==> src/rtl/common.sv <==
// -----------------------------------------------------------------------------
// common_pkg
//   Types shared by the ALU front end: the ALU opcode, data and PC types, the
//   operand-fetch FSM state and the operand-class encoding.
//   Opcodes 20..31 are undefined.
// -----------------------------------------------------------------------------
package common_pkg;

    localparam int DATA_WIDTH      = 32;
    localparam int IMEM_ADDR_WIDTH = 32;

    typedef logic [DATA_WIDTH-1:0]      data_t;
    typedef logic [IMEM_ADDR_WIDTH-1:0] instruction_memory_address_t;

    typedef enum logic [4:0] {
        OP_ADD  = 5'd0,
        OP_SUB  = 5'd1,
        OP_AND  = 5'd2,
        OP_OR   = 5'd3,
        OP_XOR  = 5'd4,
        OP_SLL  = 5'd5,
        OP_SRL  = 5'd6,
        OP_SRA  = 5'd7,
        OP_SLT  = 5'd8,
        OP_MUL  = 5'd9,
        OP_DIV  = 5'd10,
        OP_ABS  = 5'd11,
        OP_SNEZ = 5'd12,
        OP_ADDI = 5'd13,
        OP_MULI = 5'd14,
        OP_DIVI = 5'd15,
        OP_SLLI = 5'd16,
        OP_BEQZ = 5'd17,
        OP_BNE  = 5'd18,
        OP_JAL  = 5'd19
    } alu_instruction_t;

    typedef enum logic [2:0] {
        ST_IDLE  = 3'd0,
        ST_RD1   = 3'd1,
        ST_RD2   = 3'd2,
        ST_CAP   = 3'd3,
        ST_ISSUE = 3'd4
    } opfetch_state_t;

    typedef enum logic [1:0] {
        OPCLASS_NONE = 2'd0,
        OPCLASS_ONE  = 2'd1,
        OPCLASS_TWO  = 2'd2
    } opclass_t;

endpackage

==> src/rtl/alu_opclass_decode.sv <==
// -----------------------------------------------------------------------------
// alu_opclass_decode
//   Combinational decode of how many register operands an ALU opcode reads.
//   Also used by the issue logic for hazard checks.
//   Ports:
//     instr   in   alu_instruction_t  opcode
//     opclass out  opclass_t          NONE (JAL), ONE (rs1 only) or TWO
//   Undefined opcodes decode as TWO so they never skip a read.
// -----------------------------------------------------------------------------
module alu_opclass_decode
    import common_pkg::*;
(
    input  alu_instruction_t instr,
    output opclass_t         opclass
);

    always_comb begin
        opclass = OPCLASS_TWO;
        case (instr)
            OP_JAL:  opclass = OPCLASS_NONE;
            OP_ABS,
            OP_SNEZ,
            OP_ADDI,
            OP_MULI,
            OP_DIVI,
            OP_SLLI,
            OP_BEQZ: opclass = OPCLASS_ONE;
            default: opclass = OPCLASS_TWO;
        endcase
    end

endmodule

==> src/rtl/alu_operand_fetch.sv <==
// -----------------------------------------------------------------------------
// alu_operand_fetch
//   Accepts one decoded ALU operation per handshake, reads its source
//   registers through one synchronous register-file read port and issues the
//   latched operands to the ALU with a single-cycle alu_enable pulse.
//
//   Handshake: an operation is accepted on a rising edge where issue_valid and
//   issue_ready are both 1; issue_* are sampled only on that edge. There is no
//   downstream backpressure; alu_enable is the only qualifier of alu_*.
//
//   Ports:
//     clk, reset (async, active low)
//     issue_valid/issue_ready, issue_instr/rs1/rs2/rd/imm/pc  upstream op
//     rf_rd_en, rf_rd_addr, rf_rd_data   RF read port (data one cycle later)
//     wb_valid, wb_rd, wb_data           same-cycle writeback (bypass only)
//     alu_enable, alu_instruction, alu_op1, alu_op2, alu_imm, alu_pc, alu_rd
//     dbg_state                          current FSM state
//
//   Build option: define ALU_OPFETCH_BYPASS_EN to forward wb_data into a
//   capture whose index matches wb_rd. Without it the wb_* ports are ignored.
// -----------------------------------------------------------------------------
module alu_operand_fetch
    import common_pkg::*;
#(
    parameter int REG_ADDR_W = 5,
    parameter int DATA_W     = 32
) (
    input  logic                        clk,
    input  logic                        reset,
    input  logic                        issue_valid,
    output logic                        issue_ready,
    input  alu_instruction_t            issue_instr,
    input  logic [REG_ADDR_W-1:0]       issue_rs1,
    input  logic [REG_ADDR_W-1:0]       issue_rs2,
    input  logic [REG_ADDR_W-1:0]       issue_rd,
    input  logic [DATA_W-1:0]           issue_imm,
    input  instruction_memory_address_t issue_pc,
    output logic                        rf_rd_en,
    output logic [REG_ADDR_W-1:0]       rf_rd_addr,
    input  logic [DATA_W-1:0]           rf_rd_data,
    input  logic                        wb_valid,
    input  logic [REG_ADDR_W-1:0]       wb_rd,
    input  logic [DATA_W-1:0]           wb_data,
    output logic                        alu_enable,
    output alu_instruction_t            alu_instruction,
    output logic [DATA_W-1:0]           alu_op1,
    output logic [DATA_W-1:0]           alu_op2,
    output logic [DATA_W-1:0]           alu_imm,
    output instruction_memory_address_t alu_pc,
    output logic [REG_ADDR_W-1:0]       alu_rd,
    output opfetch_state_t              dbg_state
);

    opfetch_state_t              state;
    opclass_t                    dec_class;
    opclass_t                    class_q;
    alu_instruction_t            instr_q;
    logic [REG_ADDR_W-1:0]       rs1_q;
    logic [REG_ADDR_W-1:0]       rs2_q;
    logic [REG_ADDR_W-1:0]       rd_q;
    logic [DATA_W-1:0]           imm_q;
    instruction_memory_address_t pc_q;
    logic [DATA_W-1:0]           op1_q;

    logic [REG_ADDR_W-1:0]       cap_idx;
    logic [DATA_W-1:0]           cap_data;

    alu_opclass_decode u_decode (
        .instr   (issue_instr),
        .opclass (dec_class)
    );

    // rs1 is captured in RD2 (TWO) or CAP (ONE); rs2 only in CAP for TWO.
    always_comb begin
        cap_idx = rs1_q;
        if (state == ST_CAP && class_q == OPCLASS_TWO) begin
            cap_idx = rs2_q;
        end
    end

    // r0 wins over everything, then the optional writeback forward.
    always_comb begin
        cap_data = rf_rd_data;
        if (cap_idx == '0) begin
            cap_data = '0;
        end
`ifdef ALU_OPFETCH_BYPASS_EN
        else if (wb_valid && wb_rd == cap_idx) begin
            cap_data = wb_data;
        end
`endif
    end

`ifndef ALU_OPFETCH_BYPASS_EN
    logic unused_wb;
    assign unused_wb = ^{wb_valid, wb_rd, wb_data};
`endif

    // Ready is forced low while reset is held so every output reads 0 then.
    assign issue_ready = reset && (state == ST_IDLE);
    assign dbg_state   = state;

    always_ff @(posedge clk or negedge reset) begin
        if (!reset) begin
            state           <= ST_IDLE;
            class_q         <= OPCLASS_NONE;
            instr_q         <= OP_ADD;
            rs1_q           <= '0;
            rs2_q           <= '0;
            rd_q            <= '0;
            imm_q           <= '0;
            pc_q            <= '0;
            op1_q           <= '0;
            rf_rd_en        <= 1'b0;
            rf_rd_addr      <= '0;
            alu_enable      <= 1'b0;
            alu_instruction <= OP_ADD;
            alu_op1         <= '0;
            alu_op2         <= '0;
            alu_imm         <= '0;
            alu_pc          <= '0;
            alu_rd          <= '0;
        end else begin
            alu_enable <= 1'b0;
            rf_rd_en   <= 1'b0;
            rf_rd_addr <= '0;
            case (state)
                ST_IDLE: begin
                    if (issue_valid) begin
                        class_q <= dec_class;
                        instr_q <= issue_instr;
                        rs1_q   <= issue_rs1;
                        rs2_q   <= issue_rs2;
                        rd_q    <= issue_rd;
                        imm_q   <= issue_imm;
                        pc_q    <= issue_pc;
                        op1_q   <= '0;
                        if (dec_class == OPCLASS_NONE) begin
                            // No reads: go straight to the ALU.
                            state           <= ST_ISSUE;
                            alu_enable      <= 1'b1;
                            alu_instruction <= issue_instr;
                            alu_op1         <= '0;
                            alu_op2         <= '0;
                            alu_imm         <= issue_imm;
                            alu_pc          <= issue_pc;
                            alu_rd          <= issue_rd;
                        end else begin
                            state      <= ST_RD1;
                            rf_rd_en   <= 1'b1;
                            rf_rd_addr <= issue_rs1;
                        end
                    end
                end
                ST_RD1: begin
                    if (class_q == OPCLASS_TWO) begin
                        state      <= ST_RD2;
                        rf_rd_en   <= 1'b1;
                        rf_rd_addr <= rs2_q;
                    end else begin
                        state <= ST_CAP;
                    end
                end
                ST_RD2: begin
                    op1_q <= cap_data;
                    state <= ST_CAP;
                end
                ST_CAP: begin
                    state           <= ST_ISSUE;
                    alu_enable      <= 1'b1;
                    alu_instruction <= instr_q;
                    alu_imm         <= imm_q;
                    alu_pc          <= pc_q;
                    alu_rd          <= rd_q;
                    if (class_q == OPCLASS_TWO) begin
                        alu_op1 <= op1_q;
                        alu_op2 <= cap_data;
                    end else begin
                        alu_op1 <= cap_data;
                        alu_op2 <= '0;
                    end
                end
                ST_ISSUE: begin
                    state <= ST_IDLE;
                end
                default: begin
                    state <= ST_IDLE;
                end
            endcase
        end
    end

endmodule

==> config.mk <==
export PLATFORM = sky130hd
export DESIGN_NAME = alu_operand_fetch
export DESIGN_NICKNAME = d
export VERILOG_FILES = /design/src/rtl/common.sv /design/src/rtl/alu_opclass_decode.sv /design/src/rtl/alu_operand_fetch.sv
export SDC_FILE = /design/constraint.sdc
export NUM_CORES = 1
export LEC_CHECK = 0
export BUFFER_PORTS_ARGS = -buffer_cell sky130_fd_sc_hd__buf_4
export CELL_PAD_IN_SITES_DETAIL_PLACEMENT = 1
export CELL_PAD_IN_SITES_GLOBAL_PLACEMENT = 2
export CORE_MARGIN = 2
export CORE_UTILIZATION = 35
export DETAILED_ROUTE_END_ITERATION = 10
export GPL_TIMING_DRIVEN = 0
export PLACE_DENSITY = 0.87
export SYNTH_ARGS = -nofsm -noshare
export SYNTH_HDL_FRONTEND = slang
export SYNTH_SLANG_ARGS = --single-unit
==> constraint.sdc <==
create_clock -name clk -period 5.1 [get_ports clk]
set_input_delay 0.765 -clock clk [delete_from_list [all_inputs] [get_ports clk]]
set_output_delay 0.765 -clock clk [all_outputs]
set_load 0.005 [all_outputs]
==> results of run 1 <==
## worst max path at each step
| stage | to | slack (ns) | cells after the start |
|---|---|---|---|
| after floorplan | alu_imm[11]$_DFFE_PN0P_ | 2.97 | 5 |
| after global placement | issue_ready | 0.30 | 3 |
| after detailed placement | issue_ready | 2.06 | 4 |
| after CTS | issue_ready | 2.05 | 4 |
| after global routing | issue_ready | 1.94 | 4 |
| final | issue_ready | 2.09 | 4 |
## worst max-delay path, cell delays in order
cell and delay, ns:
buf_8 0.33, buf_16 0.44, nor4b_1 0.37, buf_4 0.19
## power by group through the flow
stage / Combinational (mW) / Clock [mW] / Sequential, mW
final: 3.34 / 2.14 / 3.55
after global placement: 3.25 / 0 / 3.53
after global routing: 3.72 / 2.26 / 3.64
after detailed placement: 3.35 / 0 / 3.56
after floorplan: 1.74 / 0 / 3.45
after CTS: 3.39 / 2.18 / 3.54
## cell usage in the layout (no fill, tap or decap), types with 2 or more instances in the layout
| master | instances |
|---|---|
| a21oi_1 | 2 |
| a221o_1 | 32 |
| a22o_1 | 66 |
| a31oi_1 | 35 |
| a32o_1 | 5 |
| and3_1 | 32 |
| buf_1 | 5 |
| buf_16 | 2 |
| buf_2 | 18 |
| buf_4 | 266 |
| buf_6 | 4 |
| clkbuf_1 | 83 |
| clkbuf_16 | 31 |
| clkbuf_8 | 7 |
| clkinv_2 | 4 |
| dfrtp_1 | 266 |
| inv_1 | 4 |
| nand2_1 | 327 |
| nand2b_1 | 3 |
| nand4_1 | 69 |
| nor2_1 | 34 |
| nor2b_1 | 2 |
| o211a_1 | 3 |
| o211ai_1 | 37 |
| o21ai_0 | 3 |
| o22a_1 | 3 |
| o31ai_1 | 33 |
## layer usage
metal  global-route usage  part of all wire  routed length (um)  vias up
li1                     -                 -                   -     4440
met2                0.394              0.48               18700      295
met1                0.313              0.43               16800     4981
met5                    0                 0                   0        -
met4               0.0563             0.022                 847        0
met3               0.0467             0.062                2400       59
## cell type report
cell class                      count  area [sq um]  area share
Tap cell                          402           503      0.0345
Inverter                            4          15.0     0.00103
Multi-Input combinational cell    703          3960       0.271
Buffer                            100           428      0.0293
Sequential cell                   266          6660       0.456
Clock inverter                      6          57.6     0.00394
Clock buffer                       48           910      0.0623
Timing Repair Buffer              269          2070       0.142
## cell families after synthesis
group,after synthesis,share of synthesized area
flip-flops,266,0.602
AND/OR/NAND/NOR,480,0.195
AO/OA/AOI/OAI,223,0.163
buffers and inverters,104,0.0400
## state kept, by name, summed over array words and instances, names as in the netlist, 3 cells and up
name and cells:
alu_imm 32, alu_op1 32, alu_op2 32, alu_pc 32, imm_q 32, op1_q 32
pc_q 32, alu_instruction 5, alu_rd 5, instr_q 5, rd_q 5, rf_rd_addr 5
rs1_q 5, rs2_q 5, dbg_state 3
## per-stage QoR
step | total power [mW] | worst slack [ns] | hold slack, ns
after CTS | 9.11 | 2.05 | 0.128
after detailed placement | 6.91 | 2.06 | 0.462
after global routing | 9.62 | 1.94 | 0.132
after global placement | 6.77 | 0.297 | 0.451
final | 9.02 | 2.09 | 0.129
after floorplan | 5.19 | 2.97 | 0.437
==> metrics.csv, run 1 <==
stage,metric,value,unit
critical_path,timing.rr.end,alu_imm[25]$_DFFE_PN0P_,
finish,fin_util,0.466,
timing,fmax,332,MHz
logic_synthesis,synth_area_leaders,"dfrtp_1, nand2_1, a22o_1, nand4_1, a221o_1",
routing,drt-vias-per-instance,5.44,
die,dieWidth,182,um
timing,setup_tns,0,ns
critical_path,r2r-start,dbg_state[1]$_DFFE_PN0P_,
timing,fin_skew,0.00955,ns
timing,hold_violations,0,
routing,firstDrtPassIters,4,
logic_synthesis,synth_seq_cells,266,
clock_network,ctsRootBufferMaster,clkbuf_16,
placed_design,dp_cells,1744,
timing,min_period_over_period,0.591,
critical_path,crit_required,4.34,ns
clock_network,cts_made_buffers,30,
logic_synthesis,syn-num-nets,1230,
logic_synthesis,async_reset_ff_frac,1.00,
timing,period_needed,3.01,ns
pwr,p_comb_frac,0.370,
finish,nets,1531,
pwr,internal_power,5.76,mW
critical_path,r2r_cells,6,
die,num_rows,65,
global_route,overflow,0,
routing,final_antenna_net_count,0,
clock_network,cts.sinks,266,
critical_path,r2r_setup_slack,2.52,ns
finish,syn2layout_area_growth,32.0,%
pwr,p_leak,7.13,nW
logic_synthesis,yosysUniqueCellTypes,39,
critical_path,cp-end-kind,primary output,
placed_design,dpl.hpwl,27.1,mm
timing,rsz0062_at_grt,false,
run_status,outcome,finished clean,
clock_network,cts.htree.levels,1,
die,pin_count,306,
logic_synthesis,synth_top_cell_area_share,0.602,
global_route,grt_pass1_wl,61.2,mm
global_route,grt_start_max_net_pins,121,
logic_synthesis,synth_seq_area_share,0.602,
critical_path,cp.arrival,2.25,ns
placed_design,port_buffers,267,
timing,tightest_slew,0.819,ns
critical_path,critPathLaunchType,primary input,
logic_synthesis,synth_edf_count,0,
die,die_area,33000,sq um
logic_synthesis,syn_inst,1073,
routing,wl_per_cell,21.6,um
timing,setup_viol,0,
timing,relSlewSlack,0.452,
clock_network,cts_resized,0,
finish,stdcell_count,1798,
finish,drive_gt1_frac,0.245,
clock_network,clockBufferDepth,3,
global_route,grt_pass1_vias,10500,
routing,drc,0,
finish,num_antenna_cells,0,
placed_design,placed_cell_area,13600,sq um
logic_synthesis,yosys.area.top_type,dfrtp_1,
clock_network,clkTransAtPathRegs,0.06,ns
pwr,power_frac_seq,0.393,
logic_synthesis,synthFlopType,dfrtp_1,
finish,final_area,14600,sq um
pwr,peakVddDrop,0.286,mV
clock_network,cts_tree,yes,
finish,fillerInstances,3476,
pwr,p_switching,3.26,mW
logic_synthesis,synthTopCellsByCount,"nand2_1, dfrtp_1, clkbuf_1, nand4_1, a22o_1",
logic_synthesis,yosysMostFrequentCell,nand2_1,
routing,vias,9775,
critical_path,startpoint,reset,
global_route,antenna_found_initial,0,
die,fp.coreArea,31300,sq um
pwr,p_sw_frac,0.361,
critical_path,cp_max_fo,120,
routing,drtIter0Drc,564,
clock_network,ctsHoldBuffers,0,
clock_network,worstSkewPairLatency,0.56,ns
pwr,p_per_area,618,nW/um^2
clock_network,cts_setup_buffers,0,
logic_synthesis,mappedNetlistArea,11100,sq um
die,die_h,182,um
critical_path,worst-setup-path-type,primary input to primary output,
timing,maxSlewViolCount,0,
die,floorplan.initialDensity,0.353,
placed_design,gp_congestion,0.774,
worst_hold_path,hold_class,primary input to async pin,
logic_synthesis,avgSynthCellArea,10.3,sq um
pwr,p_clk_frac,0.237,
job,maxCapViolCount,0,
routing,routed_wl,38.8,mm
global_route,grt_usage,0.234,
logic_synthesis,yosys_warnings,0,
No activity file was read; power rests on OpenSTA's default activity.
==> run 2, diff against run 1 <==
--- a/config.mk
+++ b/config.mk
@@ -5,14 +5,15 @@
 export SDC_FILE = /design/constraint.sdc
 export NUM_CORES = 1
 export LEC_CHECK = 0
+export ABC_AREA = 1
 export BUFFER_PORTS_ARGS = -buffer_cell sky130_fd_sc_hd__buf_4
 export CELL_PAD_IN_SITES_DETAIL_PLACEMENT = 1
 export CELL_PAD_IN_SITES_GLOBAL_PLACEMENT = 2
 export CORE_MARGIN = 2
-export CORE_UTILIZATION = 35
+export CORE_UTILIZATION = 27
 export DETAILED_ROUTE_END_ITERATION = 10
 export GPL_TIMING_DRIVEN = 0
-export PLACE_DENSITY = 0.87
+export PLACE_DENSITY = 0.76
 export SYNTH_ARGS = -nofsm -noshare
 export SYNTH_HDL_FRONTEND = slang
 export SYNTH_SLANG_ARGS = --single-unit
==> constraint.sdc (replaced) <==
create_clock -name clk -period 2.48 [get_ports clk]
set_input_delay 0.372 -clock clk [delete_from_list [all_inputs] [get_ports clk]]
set_output_delay 0.372 -clock clk [all_outputs]
set_load 0.005 [all_outputs]
==> run 2 against run 1 <==
  * Synthesized area rose by 1.8%
  * Global-route usage shrank 4.5 points
  * Power grew 120%
  * Register-to-register slack lost 2.3 ns
  * Setup slack lost 1.9 ns
  * Final cell count increased by 22%
  * Count of clock-buffer cells in the layout rose by 2
  * Routed wire length rose by 5.7%
==> metrics.csv, run 2 <==
stage,metric,value,unit,change
logic_synthesis,synth_edf_count,0,,unchanged
run_status,outcome,finished clean,,
logic_synthesis,synthFlopType,dfrtp_1,,
routing,routed_wl,41.0,mm,+5.7%
critical_path,cp_max_fo,112,,-6.7%
routing,drtIter0Drc,462,,-18%
clock_network,cts_made_buffers,31,,+3.3%
pwr,power_frac_seq,0.382,,-0.011
logic_synthesis,synthSimpleGateAreaFrac,0.241,,+0.0457
logic_synthesis,synth_seq_cells,266,,unchanged
placed_design,gp_congestion,0.766,,-1.1%
worst_hold_path,holdPathEnd,rs2_q[1]$_DFFE_PN0P_,,
logic_synthesis,syn-num-nets,1478,,+20%
finish,stdcell_count,2186,,+22%
global_route,grt_usage,0.189,,-0.0450
die,num_rows,74,,+14%
clock_network,ctsRootBufferMaster,clkbuf_16,,
logic_synthesis,synth_compound_area_frac,0.103,,-0.0601
die,fp.coreArea,41000,sq um,+31%
global_route,grt_start_max_net_pins,113,,-6.6%
finish,fin_util,0.366,,-0.100
placed_design,dpl.hpwl,29.5,mm,+9.0%
clock_network,clockBufferDepth,3,,unchanged
logic_synthesis,avgSynthCellArea,8.52,sq um,-17%
pwr,p_sw_frac,0.387,,+0.0259
finish,drive_gt1_frac,0.217,,-0.0281
worst_hold_path,holdCritStartpoint,issue_rs2[1],,
routing,drt-vias-per-instance,4.69,,-14%
job,maxCapViolCount,0,,unchanged
timing,setup_viol,0,,unchanged
clock_network,cts_setup_buffers,0,,unchanged
pwr,p_leak,7.73,nW,+8.4%
finish,final_cell_mix,"nand2_1, buf_4, dfrtp_1",,
critical_path,timing.rr.end,alu_pc[28]$_DFFE_PN0P_,,
timing,rsz0062_at_grt,false,,
clock_network,cts_resized,0,,unchanged
logic_synthesis,synthXorXnorAreaFrac,0,,unchanged
die,die_area,43400,sq um,+31%
die,die_h,208,um,+15%
critical_path,r2r_setup_slack,0.22,ns,-2.30 ns
logic_synthesis,synthAdderAreaFrac,0,,unchanged
logic_synthesis,yosysMostFrequentCell,nand2_1,,
finish,final_area,15000,sq um,+2.8%
routing,firstDrtPassIters,4,,unchanged
timing,hold_violations,0,,unchanged
logic_synthesis,yosysUniqueCellTypes,20,,-49%
clock_network,cts.htree.levels,1,,unchanged
pwr,peakVddDrop,0.529,mV,+85%
routing,final_antenna_net_count,0,,unchanged
global_route,antenna_found_initial,2,,+2
logic_synthesis,async_reset_ff_frac,1.00,,unchanged
clock_network,cts.sinks,266,,unchanged
routing,wl_per_cell,18.8,um,-13%
critical_path,r2r-start,dbg_state[1]$_DFFE_PN0P_,,
logic_synthesis,synth_area_leaders,"dfrtp_1, nand2_1, nand3_1, o21ai_0, a21oi_1",,
placed_design,port_buffers,267,,unchanged
finish,final_common_cell,nand2_1,,
worst_hold_path,worstHoldPathCells,3,,
clock_network,clkTransAtPathRegs,0.06,ns,about the same
logic_synthesis,synth_top_cell_area_share,0.591,,-0.0106
logic_synthesis,synthMuxAreaShare,0,,unchanged
clock_network,worstSkewPairLatency,0.58,ns,+0.02 ns
logic_synthesis,synth_seq_area_share,0.591,,-0.0106
pwr,p_comb_frac,0.395,,+0.025
logic_synthesis,syn_inst,1321,,+23%
timing,relSlewSlack,0.511,,+0.0591
pwr,internal_power,11.9,mW,+110%
timing,min_period_over_period,0.944,,
die,dieWidth,208,um,+15%
global_route,overflow,0,,unchanged
timing,fin_skew,0.0191,ns,+0.00960 ns
routing,drc,0,,unchanged
logic_synthesis,mappedNetlistArea,11300,sq um,+1.8%
pwr,p_per_area,1300,nW/um^2,+110%
logic_synthesis,synthTopCellsByCount,"nand2_1, dfrtp_1, nand3_1, o21ai_0, inv_1",,
global_route,grt_pass1_vias,11000,,+4.9%
clock_network,cts_tree,yes,,
critical_path,worst-setup-path-type,primary input to primary output,,
routing,vias,10300,,+5.0%
timing,maxSlewViolCount,0,,unchanged
die,pin_count,306,,unchanged
global_route,grt_pass1_wl,64.8,mm,+5.9%
critical_path,crit_required,2.11,ns,-2.23 ns
logic_synthesis,yosys.area.top_type,dfrtp_1,,
die,floorplan.initialDensity,0.275,,-0.0787
critical_path,cp.arrival,1.97,ns,-0.28 ns
critical_path,r2r_cells,7,,+1
finish,syn2layout_area_growth,33.3,%,
logic_synthesis,yosys_warnings,0,,unchanged
timing,tightest_slew,0.734,ns,-0.0851 ns
pwr,p_clk_frac,0.222,,-0.015
placed_design,placed_cell_area,14000,sq um,+2.7%
critical_path,critPathLaunchType,primary input,,
finish,nets,1785,,+17%
critical_path,cp-end-kind,primary output,,
timing,period_needed,2.34,ns,
placed_design,dp_cells,2122,,+22%
logic_synthesis,synth_top_family_by_area,simple AND/OR/NAND/NOR gates,,
worst_hold_path,hold_class,primary input to flip-flop,,
pwr,p_switching,7.54,mW,+130%
timing,fmax,427,MHz,
[run 2: changes by cell type after synthesis, moves of 66 or more]
cell / delta
o21ai_0: +102
a22o_1: -66
inv_1: +85
nand3_1: +209
a21oi_1: +67
nand4_1: -67
[run 2: power by group through the flow]
stage	clock network, mW	logic [mW]	registers [mW]
after CTS	4.47	7.90	7.45
after detailed placement	0	7.84	7.50
after floorplan	0	4.00	7.31
final	4.33	7.70	7.44
after global routing	4.63	8.75	7.68
after global placement	0	7.65	7.44
[run 2: metrics by stage]
stage / setup TNS [ns] / worst slack [ns] / total power [mW] / hold WS [ns]
after floorplan: 0 / 0.898 / 11.3 / 0.0764
after global placement: -393.04 / -1.53 / 15.1 / 0.458
after detailed placement: 0 / 0.144 / 15.3 / 0.374
after CTS: 0 / 0.120 / 19.8 / 0.00111
after global routing: 0 / 0.00978 / 21.1 / 0.0190
final: 0 / 0.138 / 19.5 / 0.0309
[run 2: cells by family (layout without fill, tap and decap cells)]
family,count (synthesis),in the layout
AND/OR/NAND/NOR,643,643
flip-flops,266,266
AO/OA/AOI/OAI,229,229
buffers and inverters,183,513
other,0,3
[run 2: timing repair]
| item | CTS | global route |
|---|---|---|
| hold buffers | 5 | 0 |
| hold endpoints to repair | 68 | 0 |
| setup endpoints to repair | 0 | 0 |
[run 2: how the worst max path moves through the flow]
stage,startpoint,to,slack [ns],cells past startpoint
after global routing,reset,issue_ready,0.01,6
after floorplan,dbg_state[1]$_DFFE_PN0P_,alu_op2[14]$_DFFE_PN0P_,0.90,8
after global placement,reset,issue_ready,-1.53,4
final,reset,issue_ready,0.14,6
after detailed placement,issue_instr[3],alu_op1[14]$_DFFE_PN0P_,0.14,11
after CTS,reset,issue_ready,0.12,6
[run 2: critical path: stages]
cell	delay, ns
dlygate4sd3_1	0.56
buf_8	0.15
buf_16	0.40
inv_1	0.09
nor2_1	0.12
buf_4	0.14
[run 2: layer usage]
layer  vias to the layer above  GRT usage  part of all wire
met2                       174      0.307              0.47
met4                         0     0.0543             0.029
met5                         -          0                 0
met3                        62     0.0359             0.042
li1                       4907          -                 -
met1                      5120      0.257              0.46
[run 2: cell type report]
type	instances	area, sq um
diodes	3	7.51
plain buffers	92	392
clock buffers	50	907
clock inverters	6	36.3
fillers	4888	26000
inverters	91	342
multi-input cells	872	3870
flip-flops and latches	266	6660
well taps	532	666
repair buffers	274	2130
